--- src/rtl/simon_game_core.sv ---
// Simon memory-game engine: replays an LFSR-generated sequence and checks the player's presses.
// Define SIMON_TIMEOUT_EN to build the WAIT_IN input timeout (TIMEOUT_TICKS).
module simon_game_core #(
    parameter int NUM_BUTTONS   = 4,
    parameter int MAX_LEN       = 16,
    parameter int TICK_DIV      = 50000,
    parameter int SHOW_TICKS    = 8,
    parameter int GAP_TICKS     = 4,
    parameter int TIMEOUT_TICKS = 64
) (
    input  logic                   clk,
    input  logic                   rst_n,
    input  logic                   ena,
    input  logic                   start,
    input  logic [15:0]            seed_in,
    input  logic [NUM_BUTTONS-1:0] btn,
    output logic [NUM_BUTTONS-1:0] led,
    output logic [7:0]             score,
    output logic                   busy,
    output logic                   win,
    output logic                   lose
);

    localparam logic [2:0] S_IDLE     = 3'd0;
    localparam logic [2:0] S_SHOW_ON  = 3'd1;
    localparam logic [2:0] S_SHOW_OFF = 3'd2;
    localparam logic [2:0] S_WAIT_IN  = 3'd3;
    localparam logic [2:0] S_WAIT_REL = 3'd4;
    localparam logic [2:0] S_GAP      = 3'd5;
    localparam logic [2:0] S_WIN      = 3'd6;
    localparam logic [2:0] S_LOSE     = 3'd7;

    localparam int PW = (TICK_DIV > 1) ? $clog2(TICK_DIV) : 1;
    localparam int MAX_TICKS = (SHOW_TICKS > GAP_TICKS)
                             ? ((SHOW_TICKS > TIMEOUT_TICKS) ? SHOW_TICKS : TIMEOUT_TICKS)
                             : ((GAP_TICKS > TIMEOUT_TICKS) ? GAP_TICKS : TIMEOUT_TICKS);
    localparam int TW = $clog2(MAX_TICKS + 1);

    localparam logic [PW-1:0] TICK_LAST    = PW'(TICK_DIV - 1);
    localparam logic [TW-1:0] SHOW_LAST    = TW'(SHOW_TICKS - 1);
    localparam logic [TW-1:0] GAP_LAST     = TW'(GAP_TICKS - 1);
`ifdef SIMON_TIMEOUT_EN
    localparam logic [TW-1:0] TIMEOUT_LAST = TW'(TIMEOUT_TICKS - 1);
`endif
    localparam logic [7:0]    LEN_MAX      = 8'(MAX_LEN);
    localparam logic [3:0]    NB4          = 4'(NUM_BUTTONS);

    logic [2:0]             state, state_d;
    logic [NUM_BUTTONS-1:0] led_d, expect_oh;
    logic [15:0]            lfsr, lfsr_d, seed, seed_d, free_cnt;
    logic [7:0]             len, len_d, idx, idx_d, score_d;
    logic [PW-1:0]          presc;
    logic [TW-1:0]          tick_cnt;
    logic                   tick;

    function automatic logic [15:0] lfsr_step(input logic [15:0] value);
        return (value >> 1) ^ (value[0] ? 16'hB400 : 16'h0000);
    endfunction

    // Low three LFSR bits fold into the button range by a single subtraction.
    function automatic logic [NUM_BUTTONS-1:0] sym_onehot(input logic [2:0] v);
        logic [3:0]             v4, s4;
        logic [NUM_BUTTONS-1:0] oh;
        v4 = {1'b0, v};
        s4 = (v4 < NB4) ? v4 : v4 - NB4;
        for (int i = 0; i < NUM_BUTTONS; i++) oh[i] = (s4 == 4'(i));
        return oh;
    endfunction

    assign tick      = (presc == TICK_LAST);
    assign expect_oh = sym_onehot(lfsr[2:0]);
    assign busy      = !(state == S_IDLE || state == S_WIN || state == S_LOSE);
    assign win       = (state == S_WIN);
    assign lose      = (state == S_LOSE);

    always_comb begin
        // NOTE: every output of this block gets a default first, so no path can infer a latch.
        state_d = state;
        led_d   = led;
        lfsr_d  = lfsr;
        seed_d  = seed;
        len_d   = len;
        idx_d   = idx;
        score_d = score;
        case (state)
            S_IDLE, S_WIN, S_LOSE: begin
                if (start) begin
                    seed_d  = (seed_in != 16'd0) ? seed_in : (free_cnt | 16'd1);
                    lfsr_d  = seed_d;
                    len_d   = 8'd1;
                    idx_d   = 8'd0;
                    score_d = 8'd0;
                    state_d = S_SHOW_ON;
                end
            end
            S_SHOW_ON: begin
                if (tick && tick_cnt == SHOW_LAST) begin
                    led_d   = '0;
                    lfsr_d  = lfsr_step(lfsr);
                    idx_d   = idx + 8'd1;
                    state_d = S_SHOW_OFF;
                end
            end
            S_SHOW_OFF: begin
                if (tick && tick_cnt == GAP_LAST) begin
                    if (idx == len) begin
                        lfsr_d  = seed;
                        idx_d   = 8'd0;
                        state_d = S_WAIT_IN;
                    end else begin
                        state_d = S_SHOW_ON;
                    end
                end
            end
            S_WAIT_IN: begin
                led_d = '0;
                if (btn != '0) begin
                    if (btn == expect_oh) begin
                        led_d   = btn;
                        lfsr_d  = lfsr_step(lfsr);
                        state_d = S_WAIT_REL;
                    end else begin
                        led_d   = expect_oh;
                        state_d = S_LOSE;
                    end
                end
`ifdef SIMON_TIMEOUT_EN
                else if (tick && tick_cnt == TIMEOUT_LAST) begin
                    led_d   = expect_oh;
                    state_d = S_LOSE;
                end
`endif
            end
            S_WAIT_REL: begin
                // led still holds the accepted one-hot press, which is the symbol to show on a loss.
                if (btn == '0) begin
                    idx_d = idx + 8'd1;
                    led_d = '0;
                    if (idx_d == len) begin
                        score_d = (score == 8'hFF) ? score : score + 8'd1;
                        if (len == LEN_MAX) begin
                            led_d   = '1;
                            state_d = S_WIN;
                        end else begin
                            len_d   = len + 8'd1;
                            state_d = S_GAP;
                        end
                    end else begin
                        state_d = S_WAIT_IN;
                    end
                end else if (btn != led) begin
                    state_d = S_LOSE;
                end
            end
            S_GAP: begin
                led_d = '0;
                if (tick && tick_cnt == GAP_LAST) begin
                    lfsr_d  = seed;
                    idx_d   = 8'd0;
                    state_d = S_SHOW_ON;
                end
            end
            default: state_d = S_IDLE;
        endcase
        if (state_d == S_SHOW_ON) led_d = sym_onehot(lfsr_d[2:0]);
    end

    always_ff @(posedge clk) begin
        // NOTE: state registers use non-blocking assignments so every register samples pre-edge values.
        if (!rst_n) begin
            state    <= S_IDLE;
            led      <= '0;
            score    <= 8'd0;
            len      <= 8'd1;
            idx      <= 8'd0;
            presc    <= '0;
            tick_cnt <= '0;
            seed     <= 16'h0001;
            lfsr     <= 16'h0001;
            free_cnt <= 16'd0;
        end else if (ena) begin
            free_cnt <= free_cnt + 16'd1;
            state    <= state_d;
            led      <= led_d;
            score    <= score_d;
            len      <= len_d;
            idx      <= idx_d;
            seed     <= seed_d;
            lfsr     <= lfsr_d;
            // Timing restarts on every state change so each state lasts whole ticks.
            if (state_d != state) begin
                presc    <= '0;
                tick_cnt <= '0;
            end else begin
                presc <= tick ? '0 : presc + PW'(1);
                if (tick) tick_cnt <= tick_cnt + TW'(1);
            end
        end
    end

endmodule

--- config.mk ---
export PLATFORM = sky130hd
export DESIGN_NAME = simon_game_core
export DESIGN_NICKNAME = d
export VERILOG_FILES = /design/src/rtl/simon_game_core.sv
export SDC_FILE = /design/constraint.sdc
export NUM_CORES = 1
export LEC_CHECK = 0
export BUFFER_PORTS_ARGS = -buffer_cell sky130_fd_sc_hd__buf_4
export CORE_UTILIZATION = 50
export CTS_BUF_LIST = sky130_fd_sc_hd__clkbuf_4
export DETAILED_ROUTE_END_ITERATION = 16
export PLACE_DENSITY = 0.68
export SETUP_SLACK_MARGIN = 0.05
export SLEW_MARGIN = 30
export SYNTH_ARGS = -nofsm -noshare
export SYNTH_HDL_FRONTEND = slang
export SYNTH_SLANG_ARGS = --single-unit
--- constraint.sdc ---
create_clock -name clk -period 8.8 [get_ports clk]
set_clock_uncertainty 0.2 [all_clocks]
set_input_delay 1.32 -clock clk [delete_from_list [all_inputs] [get_ports clk]]
set_output_delay 1.32 -clock clk [all_outputs]
set_load 0.1 [all_outputs]
==> impl_metrics.toml <==
[run_status]
outcome = "complete, no violations"

[sta]
max_freq_ghz = 0.2418
rsz0062_at_grt = "no"
worst_pin_slew_ns = 0.7614
finalHoldViolations = 0
fin_crit_ns = 4.136
post-route-period-util_pct = 46.99
setup_violations = 0
setup_tns_ns = 0
maxSlewHeadroom_pct = 49.19
fin_ws_ns = 4.664
slew_viol_final = 0

[power_and_ir_drop]
power.total_uw = 948.4
p_per_area_mw_per_mm2 = 157.5
irDropWorstVdd_mv = 0.1297
p_leak_uw = 0.002219

[synth]
synthTopCellsByArea = "dfxtp_1, nor2_1, xor2_1, a21oi_1, nand2_1"
synth_seq_area_share_pct = 36.78
synth_cells = 708
synthDistinctLibCells = 64
synth-edff-count = 0
synthFlopType = "dfxtp_1"
yosysTopAreaCell = "dfxtp_1"
synthArstFlopShare_pct = 0
syn_nets = 742
avgSynthCellArea_um2 = 7.841
yosys_warnings = 0
syn-cell-area_mm2 = 0.005552
synth.top_cell.area_share_pct = 36.78
synth_seq_cells = 102

[global_routing]
grt_pass1_vias = 4493
grt-ovfl-total = 0
grt_first_pass_wirelength_um = 21590
antenna_found_initial = 0
track_usage_pct = 23.51
grt_max_degree = 54

[cts]
clock-sinks = 102
cts.path.max_buffers = 2
path_clk_slew_ns = 0.15
ctsHoldBuffers = 0
clkLatencyLatePin_ns = 0.48
cts_max_level = 3
post_cts_buffers = 0
cts_buffers = 9
cts_tree = "done"
cts_resized = 0
clk_root_buffer_cell = "clkbuf_4"

[critical_path]
slowest_delay_ns = 0.64
arrival_ns = 4.33
slowest_stage = "or4_1"
startpoint_type = "input pin"
cpMostUsedCell = "o311ai_1"
crit_chain = "buf_4, or4_1, and2_1, a221o_1, a211oi_1, o2111a_1, o311ai_1, a2111oi_4, nand2_1, o311ai_1"
end_kind = "flop"
cp_max_fo = 7
worst-setup-path-type = "input pin to flop"
required_ns = 8.99
cp.buffers_inverters = 1
crit_family = "compound AO/OA/AOI/OAI gates"

[floorplanning]
start_util_pct = 51.21
dieWidth_um = 107.4
core_mm2 = 0.01084
dieArea_mm2 = 0.01153
rows = 38
die_h_um = 107.4
ios = 39

[hold_path]
min-delay-path-class = "flop to flop"

[placement]
pre_cts_ws_ns = 4.232
place_hpwl_um = 9230
numPortBuffers = 38
gp_congestion = 0.9335
placed_area_mm2 = 0.005903

[drt]
drtAntennaViolNets = 0
routed_wire_length_per_instance_um = 14.94
routed_via_density = 5.776
routed_wl_um = 12980
drtPass1Iterations = 5
drc = 0
vias = 5019
drtIter0Drc = 321

[finish]
seq_area_mm2 = 0.002042
final_core_util_pct = 55.55
multi_input_area_mm2 = 0.003311
antennaDiodeCount = 0
fin_nets = 758
n_fill_cell = 1021
synthToLayoutAreaGrowth_pct = 8.474
drive_gt1_share_pct = 9.877
layout_common_cells = "nor2_1, dfxtp_1, nand2_1"
final_common_cell = "nor2_1"
design_area_mm2 = 0.006022

[job]
cap_violations = 0
worst reg2reg max path, stage by stage (launching register included):
cell and delay (ns):
dfxtp_1 0.44, ha_1 0.25, nor4b_1 0.38, and4b_1 0.36
and3_1 0.27, a211oi_1 0.12, o2111a_1 0.19, o311ai_1 0.58
a211o_1 0.19, nor2_1 0.07, o21ai_2 0.51, mux2i_1 0.15
per-stage QoR:
| stage | hold WS (ns) | instances |
|---|---|---|
| floorplan | 0.2534 | 708 |
| finish | 0.2991 | 869 |
| detailed placement | 0.2799 | 853 |
| CTS | 0.3016 | 869 |
| global route | 0.3341 | 869 |
| global placement | 0.2703 | 852 |
cells by family after synthesis:
group	Yosys count	synth area share [%]
muxes	3	0.5409
AOI/OAI and AO/OA	146	18.05
buffers and inverters	52	3.899
and+or+nand+nor	328	27.90
adders and majority gates	10	2.254
xor gates and xnor gates	67	10.57
DFF	102	36.78
per-layer routing:
layer	vias up	routed length, um	track usage [%]
met5	-	0	0
met4	0	139	6.067
met3	9	664	5.872
met2	128	5837	36.54
met1	2351	6342	32.42
li1	2531	-	-
flip-flops by register name, indices dropped and copies added, names as in the netlist, 4 cells and up, named ones only:
register and count:
len 8, lfsr 15, free_cnt 16, presc 16
score 8, led 4, tick_cnt 7, seed 16
idx 8
path summary, 6_finish.rpt:
kind                            cells after the start        start     endpoint  slack [ns]
worst max-delay path                               10       btn[0]  tick_cnt[6]        4.66
worst min-delay path                                2  tick_cnt[1]  tick_cnt[1]        0.30
worst max register to register                     11     presc[0]  tick_cnt[0]        4.95
worst min register to register                      2  tick_cnt[1]  tick_cnt[1]        0.30
Yosys cell counts, types with 4 or more instances:
cell type  count
nand3_1       31
o21ai_0       15
nor2_1       141
ha_1          10
nand2_1       61
and4_1         5
nor4_1         7
xor2_1        42
a221oi_1      11
a31oi_1        7
a211oi_1      19
o22ai_1        4
a21oi_1       47
inv_1         13
nor3_1        11
and3_1        18
o211ai_1       6
clkbuf_1      31
or2_2          4
nand4_1       19
dfxtp_1      102
nand2b_1       6
a221o_1        4
xnor2_1       25
a21o_1         4
and2_1         5
layout make-up:
class	count	share of cell area (%)
Multi-Input combinational cell	554	54.98
Clock buffer	9	1.122
Tap cell	140	2.909
Clock inverter	7	0.7688
Inverter	15	0.9557
Timing Repair Buffer	42	5.360
Sequential cell	102	33.91
power by group:
part / switching [uW] / total (uW) / leakage (uW) / internal [uW]
clock: 167 / 227 / 0.0000675 / 59.6
sequential: 22.9 / 504 / 0.000827 / 481
combinational: 143 / 217 / 0.00132 / 73.7
Power figures use the tool's default switching activity.
